File: src/rtl/register_file_c.sv
// 16-entry register file with two bypassed combinational read ports and a
// pending-write scoreboard used by decode to stall on RAW hazards.
module register_file_c #(
    parameter int unsigned WIDTH   = 32,
    parameter bit          ZERO_R0 = 1'b1
) (
    input  logic             Clk,
    input  logic             Clr,
    input  logic [3:0]       C_Addr,
    input  logic             RF_LE,
    input  logic [WIDTH-1:0] PW,
    input  logic [3:0]       A_Addr,
    input  logic [3:0]       B_Addr,
    output logic [WIDTH-1:0] PA,
    output logic [WIDTH-1:0] PB,
    input  logic             Issue,
    input  logic [3:0]       Issue_Addr,
    output logic             Busy_A,
    output logic             Busy_B
);

    logic [WIDTH-1:0] regs_q [16];
    logic [15:0]      pending_q;
    logic [15:0]      pending_d;
    logic             wr_en;
    logic             issue_en;

    assign wr_en    = Clr && RF_LE && !(ZERO_R0 && (C_Addr == 4'd0));
    assign issue_en = Clr && Issue && !(ZERO_R0 && (Issue_Addr == 4'd0));

    // Clear is applied before set so a same-register issue/writeback keeps the bit.
    always_comb begin
        pending_d = pending_q;
        if (Clr && RF_LE) begin
            pending_d[C_Addr] = 1'b0;
        end
        if (issue_en) begin
            pending_d[Issue_Addr] = 1'b1;
        end
    end

    always_ff @(posedge Clk or negedge Clr) begin
        if (!Clr) begin
            for (int unsigned i = 0; i < 16; i++) begin
                regs_q[i] <= '0;
            end
            pending_q <= '0;
        end else begin
            if (wr_en) begin
                regs_q[C_Addr] <= PW;
            end
            pending_q <= pending_d;
        end
    end

    always_comb begin
        PA = '0;
        if (Clr && !(ZERO_R0 && (A_Addr == 4'd0))) begin
            PA = (wr_en && (C_Addr == A_Addr)) ? PW : regs_q[A_Addr];
        end
    end

    always_comb begin
        PB = '0;
        if (Clr && !(ZERO_R0 && (B_Addr == 4'd0))) begin
            PB = (wr_en && (C_Addr == B_Addr)) ? PW : regs_q[B_Addr];
        end
    end

    // A writeback in progress resolves the hazard through the bypass path.
    assign Busy_A = Clr && pending_q[A_Addr] && !(RF_LE && (C_Addr == A_Addr))
                    && !(ZERO_R0 && (A_Addr == 4'd0));
    assign Busy_B = Clr && pending_q[B_Addr] && !(RF_LE && (C_Addr == B_Addr))
                    && !(ZERO_R0 && (B_Addr == 4'd0));

endmodule

File: config.mk
export PLATFORM = sky130hd
export DESIGN_NAME = register_file_c
export DESIGN_NICKNAME = d
export VERILOG_FILES = /design/src/rtl/register_file_c.sv
export SDC_FILE = /design/constraint.sdc
export NUM_CORES = 1
export LEC_CHECK = 0
export CELL_PAD_IN_SITES_DETAIL_PLACEMENT = 2
export CELL_PAD_IN_SITES_GLOBAL_PLACEMENT = 2
export CORE_ASPECT_RATIO = 2
export CORE_UTILIZATION = 46
export DETAILED_ROUTE_END_ITERATION = 6
export GPL_ROUTABILITY_DRIVEN = 0
export GPL_TIMING_DRIVEN = 0
export PLACE_DENSITY = 0.9
export SYNTH_ARGS = -nofsm -noshare
export SYNTH_HDL_FRONTEND = slang
export SYNTH_SLANG_ARGS = --single-unit
File: constraint.sdc
create_clock -name Clk -period 1.99 [get_ports Clk]
set_input_delay 0.199 -clock Clk [delete_from_list [all_inputs] [get_ports Clk]]
set_output_delay 0.199 -clock Clk [all_outputs]
set_load 0.05 [all_outputs]
## Word level (Yosys, flattened, before mapping)

Index checks and enable logic that the tools add are counted.
W data, S select, Z words.

| cells by class | value |
|---|---|
| order comparisons | 10 |
| eq/ne operators | 2 |
| muxes and demuxes | 23 |
| bitwise operators | 6 |
| reduce and logical (&&, ||, !) cells | 29 |

Operators by type and width:

| kind | count |
|---|---|
| $bwmux W512 | 1 |
| $mux W32 | 9 |
| $bmux W32 S4 | 2 |
| $demux W32 S4 | 1 |
| $mux W16 | 2 |
| $lt A4 B5 Y1 const B | 4 |
| $logic_and A1 B1 Y1 | 19 |
| $and A16 B16 Y16 | 1 |
| $logic_not A4 Y1 | 4 |
| $not A16 Y16 | 1 |
| $or A16 B16 Y16 | 1 |
| $ge A5 B5 Y1 const B | 3 |
| $not A4 Y5 | 3 |
| $bmux W1 S4 | 2 |
| $demux W1 S4 | 2 |
| $eq A4 B4 Y1 | 2 |
| $ge A4 B1 Y1 const B | 2 |
| $logic_not A1 Y1 | 6 |
| $lt A5 B1 Y1 const B | 1 |
| $mux W1 | 4 |

| word-level totals | value |
|---|---|
| register bits | 528 |
| input bits | 52 |
| output and inout port bits | 66 |
| word-level logic and storage cells | 87 |

## Depth between registers and ports, before layout

| depth | value |
|---|---|
| depth in word-level cells | 9 |
| mapped depth | 8 |
| gate-level depth less buffers | 4 |

## Worst setup path after synthesis

No wires, ideal clock.

| timing | value |
|---|---|
| path type | input port to output port |
| start point | in B_Addr[1] |
| end point | out Busy_B |
| data arrival time | 3.413 ns |
| required time | 1.791 ns |
| setup slack | -1.622 ns |
| cell stages on the path | 6 |
| path buffers | 3 |
| cell sequence | buf_4 buf_6 buf_6 mux4_2 a211oi_1 a2111oi_0 |

| on the way | value |
|---|---|
| longest elaborated chain between the ends | 5 |
| elaborated cells on any way between the ends | 10 |
| classes of those cells | 1 x eq/ne; 2 x mux; 7 x reduce/logical |

Ends and longest elaborated chain:

| what | line | RTL |
|---|---|---|
| start: declaration | 13 | `input logic [3:0] B_Addr,` |
| $bmux W1 S4 or $eq A4 B4 Y1 (tied branches) | 73 | `assign Busy_B = Clr && pending_q[B_Addr] && !(RF_LE && (C_Addr == B_Addr))` |
| $mux W1 (not written as such) or $logic_and A1 B1 Y1 (tied branches) | 73 |  |
| $logic_and A1 B1 Y1 or $logic_not A1 Y1 (tied branches) | 73 |  |
| $logic_and A1 B1 Y1 | 73 |  |
| $logic_and A1 B1 Y1 * | 74 | `&& !(ZERO_R0 && (B_Addr == 4'd0));` |
| end: declaration | 19 | `output logic Busy_B` |

Mark *: on every way between the ends. The rest lies on a longest branch, timed or not. The select of a mux whose other input is x is not followed.

## Worst setup path after layout

| timing | value |
|---|---|
| start point | reg regs_q[268] (netlist name) |
| end point | out PA[12] |

| on the way | value |
|---|---|
| longest elaborated chain between the ends | 5 |

Ends and longest elaborated chain:

| what | line | RTL |
|---|---|---|
| start: declaration | 22 | `logic [WIDTH-1:0] regs_q [16];` |
| start signal: indexed assignment | 45 | `regs_q[i] <= '0;` |
| start signal: indexed assignment | 50 | `regs_q[C_Addr] <= PW;` |
| $bmux W32 S4 | 59 | `PA = (wr_en && (C_Addr == A_Addr)) ? PW : regs_q[A_Addr];` |
| $mux W32 (not written as such) (2 in series) | 59 |  |
| $mux W32 | 59 |  |
| $mux W32 | 58 | `if (Clr && !(ZERO_R0 && (A_Addr == 4'd0))) begin` |
| end: declaration | 14 | `output logic [WIDTH-1:0] PA,` |

No other way between the ends. The select of a mux whose other input is x is not followed.

==> qor.csv <==
metric,value,unit
fin util,0.572,
CTS tree,done,
mux cell area share after synthesis,0.467,
"Async S/R FF share, synth",1.00,
max_slew headroom,0.000901,
Die Wd,180,um
worst r2r src,pending_q[0]$_DFF_PN0_,
maxcap violations,1,
Synth Area in Simple Gates,0.00869,
Worst Path Arrival,2.93,ns
initial antenna violation count,16,
CP Capture Type,primary output,
WS Path Type,flip-flop to primary output,
RSZ-0062 raised after global routing,true,
"Cell Chain, Critical Path",buf_4 -> mux4_2 -> mux2i_4 -> mux2i_1 -> a22o_2 -> buf_6,
die area,64300,sq um
All-Layer GR Usage,0.468,
"CP delay by family, top",multiplexers,
DP Cell Count,2734,
worst slew pin tran,1.50,ns
slowest CP cell,mux4_2,
class of the worst hold path,input port to flip-flop,
Die Height,358,um
via count,23000,
final setup fails,123,
worst setup margin,-1.14,ns
Core ar.,62600,sq um
"Hold Vio Cnt, Final",0,
Crit path buffers/inverters,2,
Detail Placement HPWL,83300,um
fin crit share,1.57,
critical path startpoint,regs_q[268]$_DFFE_PN0P_,
PwrDens,1080,nW/um^2
Pleak,15.5,nW
Worst EP required,1.79,ns
ys flop type,dfrtp_1,
outcome,finished with violations,
Syn Area/Cell,15.9,sq um
vias in the first global route,24300,
DRT Wirelength,163000,um
post-synthesis sequential area ratio,0.454,
"Distinct cells, synth",39,
xor-xnor portion of the synthesized cell area,0.00241,
CTS H-tree depth,2,
Tmin final,3.13,ns
multi-input combinational cell area,16200,sq um
drt wl/cell,55.7,um
Worst VDD drop,0.000940,V
share of cells above drive strength 1,0.624,
Synth Net Count,1887,
Rows,130,
number of enable flip-flop cells after synthesis,0,
largest net degree at the start of global routing,133,
clk sinks,528,
largest family of logic cells by synthesized area,multiplexers,
Worst-Skew Late Latency,0.64,ns
Initial Util,0.464,
Max Slew Vio Count,0,
synthesis warning total,0,
Tot Pwr,38.6,mW
Starting DRT DRC Count,2916,
CP max FO,2,
min-delay src,C_Addr[3],
fin nets,2146,
final clock skew,0,ns
first-pass GRT wire length,205000,um
Yosys reg bits,528,
Register Area,13200,sq um
number of buffers added on ports,103,
synth-to-layout area growth,23.1,%
Post-Synthesis Cells,1835,
DRC errors left,24,
deepest clock path buffer count,3,
failing checks,"design-rule violations, max-capacitance violations, negative setup slack",
I/O Pins,118,
Compound-Gate Fraction of Synth Area,0.0275,
root buffer cell,clkbuf_16,
Post-Synth Adder-Cell Area,0,
fillers,5072,
"CTS clk-pin slew, worst paths",0.08,ns
TritonCTS Buffers,51,
CP startpoint kind,flip-flop,
"non-filler cells, final",2927,
DRT Pass-1 Iters,7,
total gr overflow,0,
max incr delay on CP,0.54,ns
ANT nets after route,0,
Via density,7.87,
fmax,319,MHz
Post-Syn Area,29100,sq um
[final cells by class]
| type | instances | area share |
|---|---|---|
| timing repair buffer | 207 | 0.0648 |
| sequential | 528 | 0.369 |
| clock buffer | 74 | 0.0429 |
| clock inverter | 14 | 0.00412 |
| multi-input combinational | 1087 | 0.452 |
| buffer | 215 | 0.0385 |
| inverter | 4 | 0.000419 |
| tap | 792 | 0.0277 |
| antenna | 6 | 0.000419 |
[worst paths after layout]
| check | to | slack [ns] | cells after the start |
|---|---|---|---|
| worst max-delay path | PA[12] | -1.14 | 6 |
| worst min-delay path | regs_q[384]$_DFFE_PN0P_ | 0.08 | 3 |
| worst max register to register | pending_q[0]$_DFF_PN0_ | 0.68 | 2 |
| worst min register to register | regs_q[499]$_DFFE_PN0P_ | 0.50 | 1 |
| max in group asynchronous | regs_q[268]$_DFFE_PN0P_ | 0.36 | 6 |
| min in group asynchronous | regs_q[87]$_DFFE_PN0P_ | 0.32 | 3 |
[state kept, by name, indices dropped and copies added (netlist names)]
register and count:
regs_q 512, pending_q 16
[worst reg2reg max path, cell delays in order (launching register included)]
cell and delay (ns):
dfrtp_1 0.45, buf_4 0.16, a21boi_0 0.53
[per-stage QoR]
stage               area [sq um]  setup TNS, ns  setup slack, ns  hold WS [ns]
floorplan                  29200              0          0.00317       -0.0966
global placement           31200              -           -21.88         0.453
detailed placement         31300       -1106.77            -2.61         0.244
CTS                        35100         -39.11           -0.696        0.0819
global route               35800         -53.01            -1.08        0.0783
finish                     35800         -56.52            -1.14        0.0826
[logic make-up (layout without fill, tap and decap cells)]
group	Yosys count	in the layout
multiplexers	938	938
flip-flops	528	528
buffers and inverters	220	514
AO/OA/AOI/OAI	98	98
AND/OR/NAND/NOR	43	43
XOR/XNOR	8	8
other	0	6
[power by group]
part           internal [mW]  switching [mW]  total (mW)
Sequential              12.7            2.60        15.3
Clock                   5.72            5.10        10.8
Combinational           5.66            6.75        12.4
Total                   24.1            14.5        38.6
[cell usage in the layout, fill, tap and decap left out, types with 3 or more instances in the layout]
cell | Yosys | layout
inv_1 | 4 | 4
mux2i_4 | 0 | 87
clkdlybuf4s50_1 | 0 | 36
clkbuf_2 | 0 | 4
nand4_1 | 4 | 4
buf_2 | 91 | 44
dfrtp_2 | 0 | 14
nand2_1 | 8 | 8
mux2_4 | 79 | 79
bufbuf_16 | 0 | 8
o21ai_0 | 19 | 19
nor2_1 | 14 | 7
buf_4 | 5 | 132
buf_8 | 0 | 13
mux2i_2 | 0 | 30
dlygate4sd3_1 | 0 | 4
clkinv_2 | 0 | 10
mux4_2 | 264 | 264
clkbuf_4 | 0 | 13
clkbuf_16 | 0 | 54
mux2_2 | 373 | 374
nor2_2 | 0 | 3
clkdlybuf4s15_2 | 0 | 4
clkbuf_8 | 0 | 13
xnor2_1 | 8 | 7
diode_2 | 0 | 6
bufinv_16 | 0 | 3
buf_6 | 27 | 83
buf_16 | 0 | 5
a22o_2 | 0 | 62
buf_12 | 0 | 5
mux2_1 | 28 | 27
dfrtp_1 | 528 | 514
nor2_4 | 0 | 4
clkbuf_1 | 81 | 76
mux2i_1 | 194 | 77
[routing by layer]
| layer | vias up | track usage | share of wire |
|---|---|---|---|
| met3 | 1084 | 0.133 | 0.10 |
| met2 | 2255 | 0.748 | 0.46 |
| met5 | - | 0.00444 | 0.0016 |
| met4 | 22 | 0.506 | 0.13 |
| li1 | 7610 | - | - |
| met1 | 12100 | 0.475 | 0.30 |
[cell usage after synthesis (all sizes together), types with 3 or more instances]
master	count	share of area
mux2i	194	0.067
nor3	3	0.00069
nor2	14	0.0018
clkbuf	81	0.010
nand4	4	0.00086
inv	4	0.00052
nand4b	3	0.0014
xnor2	8	0.0024
buf	135	0.029
o21ai	19	0.0033
a22o	64	0.019
mux4	264	0.20
dfrtp	528	0.45
mux2	480	0.20
nand2	9	0.0012
[timing repair]
| item | in CTS | in global routing |
|---|---|---|
| setup buffers | 33 | 49 |
| endpoints found under the hold margin | 301 | 0 |
| endpoints found under the setup margin | 562 | 302 |
| gates resized for setup | 770 | 82 |
| hold buffers | 9 | 0 |
| cloned | 8 | 1 |
| pin swaps | 68 | 13 |
(Power assumes the default switching activity.)
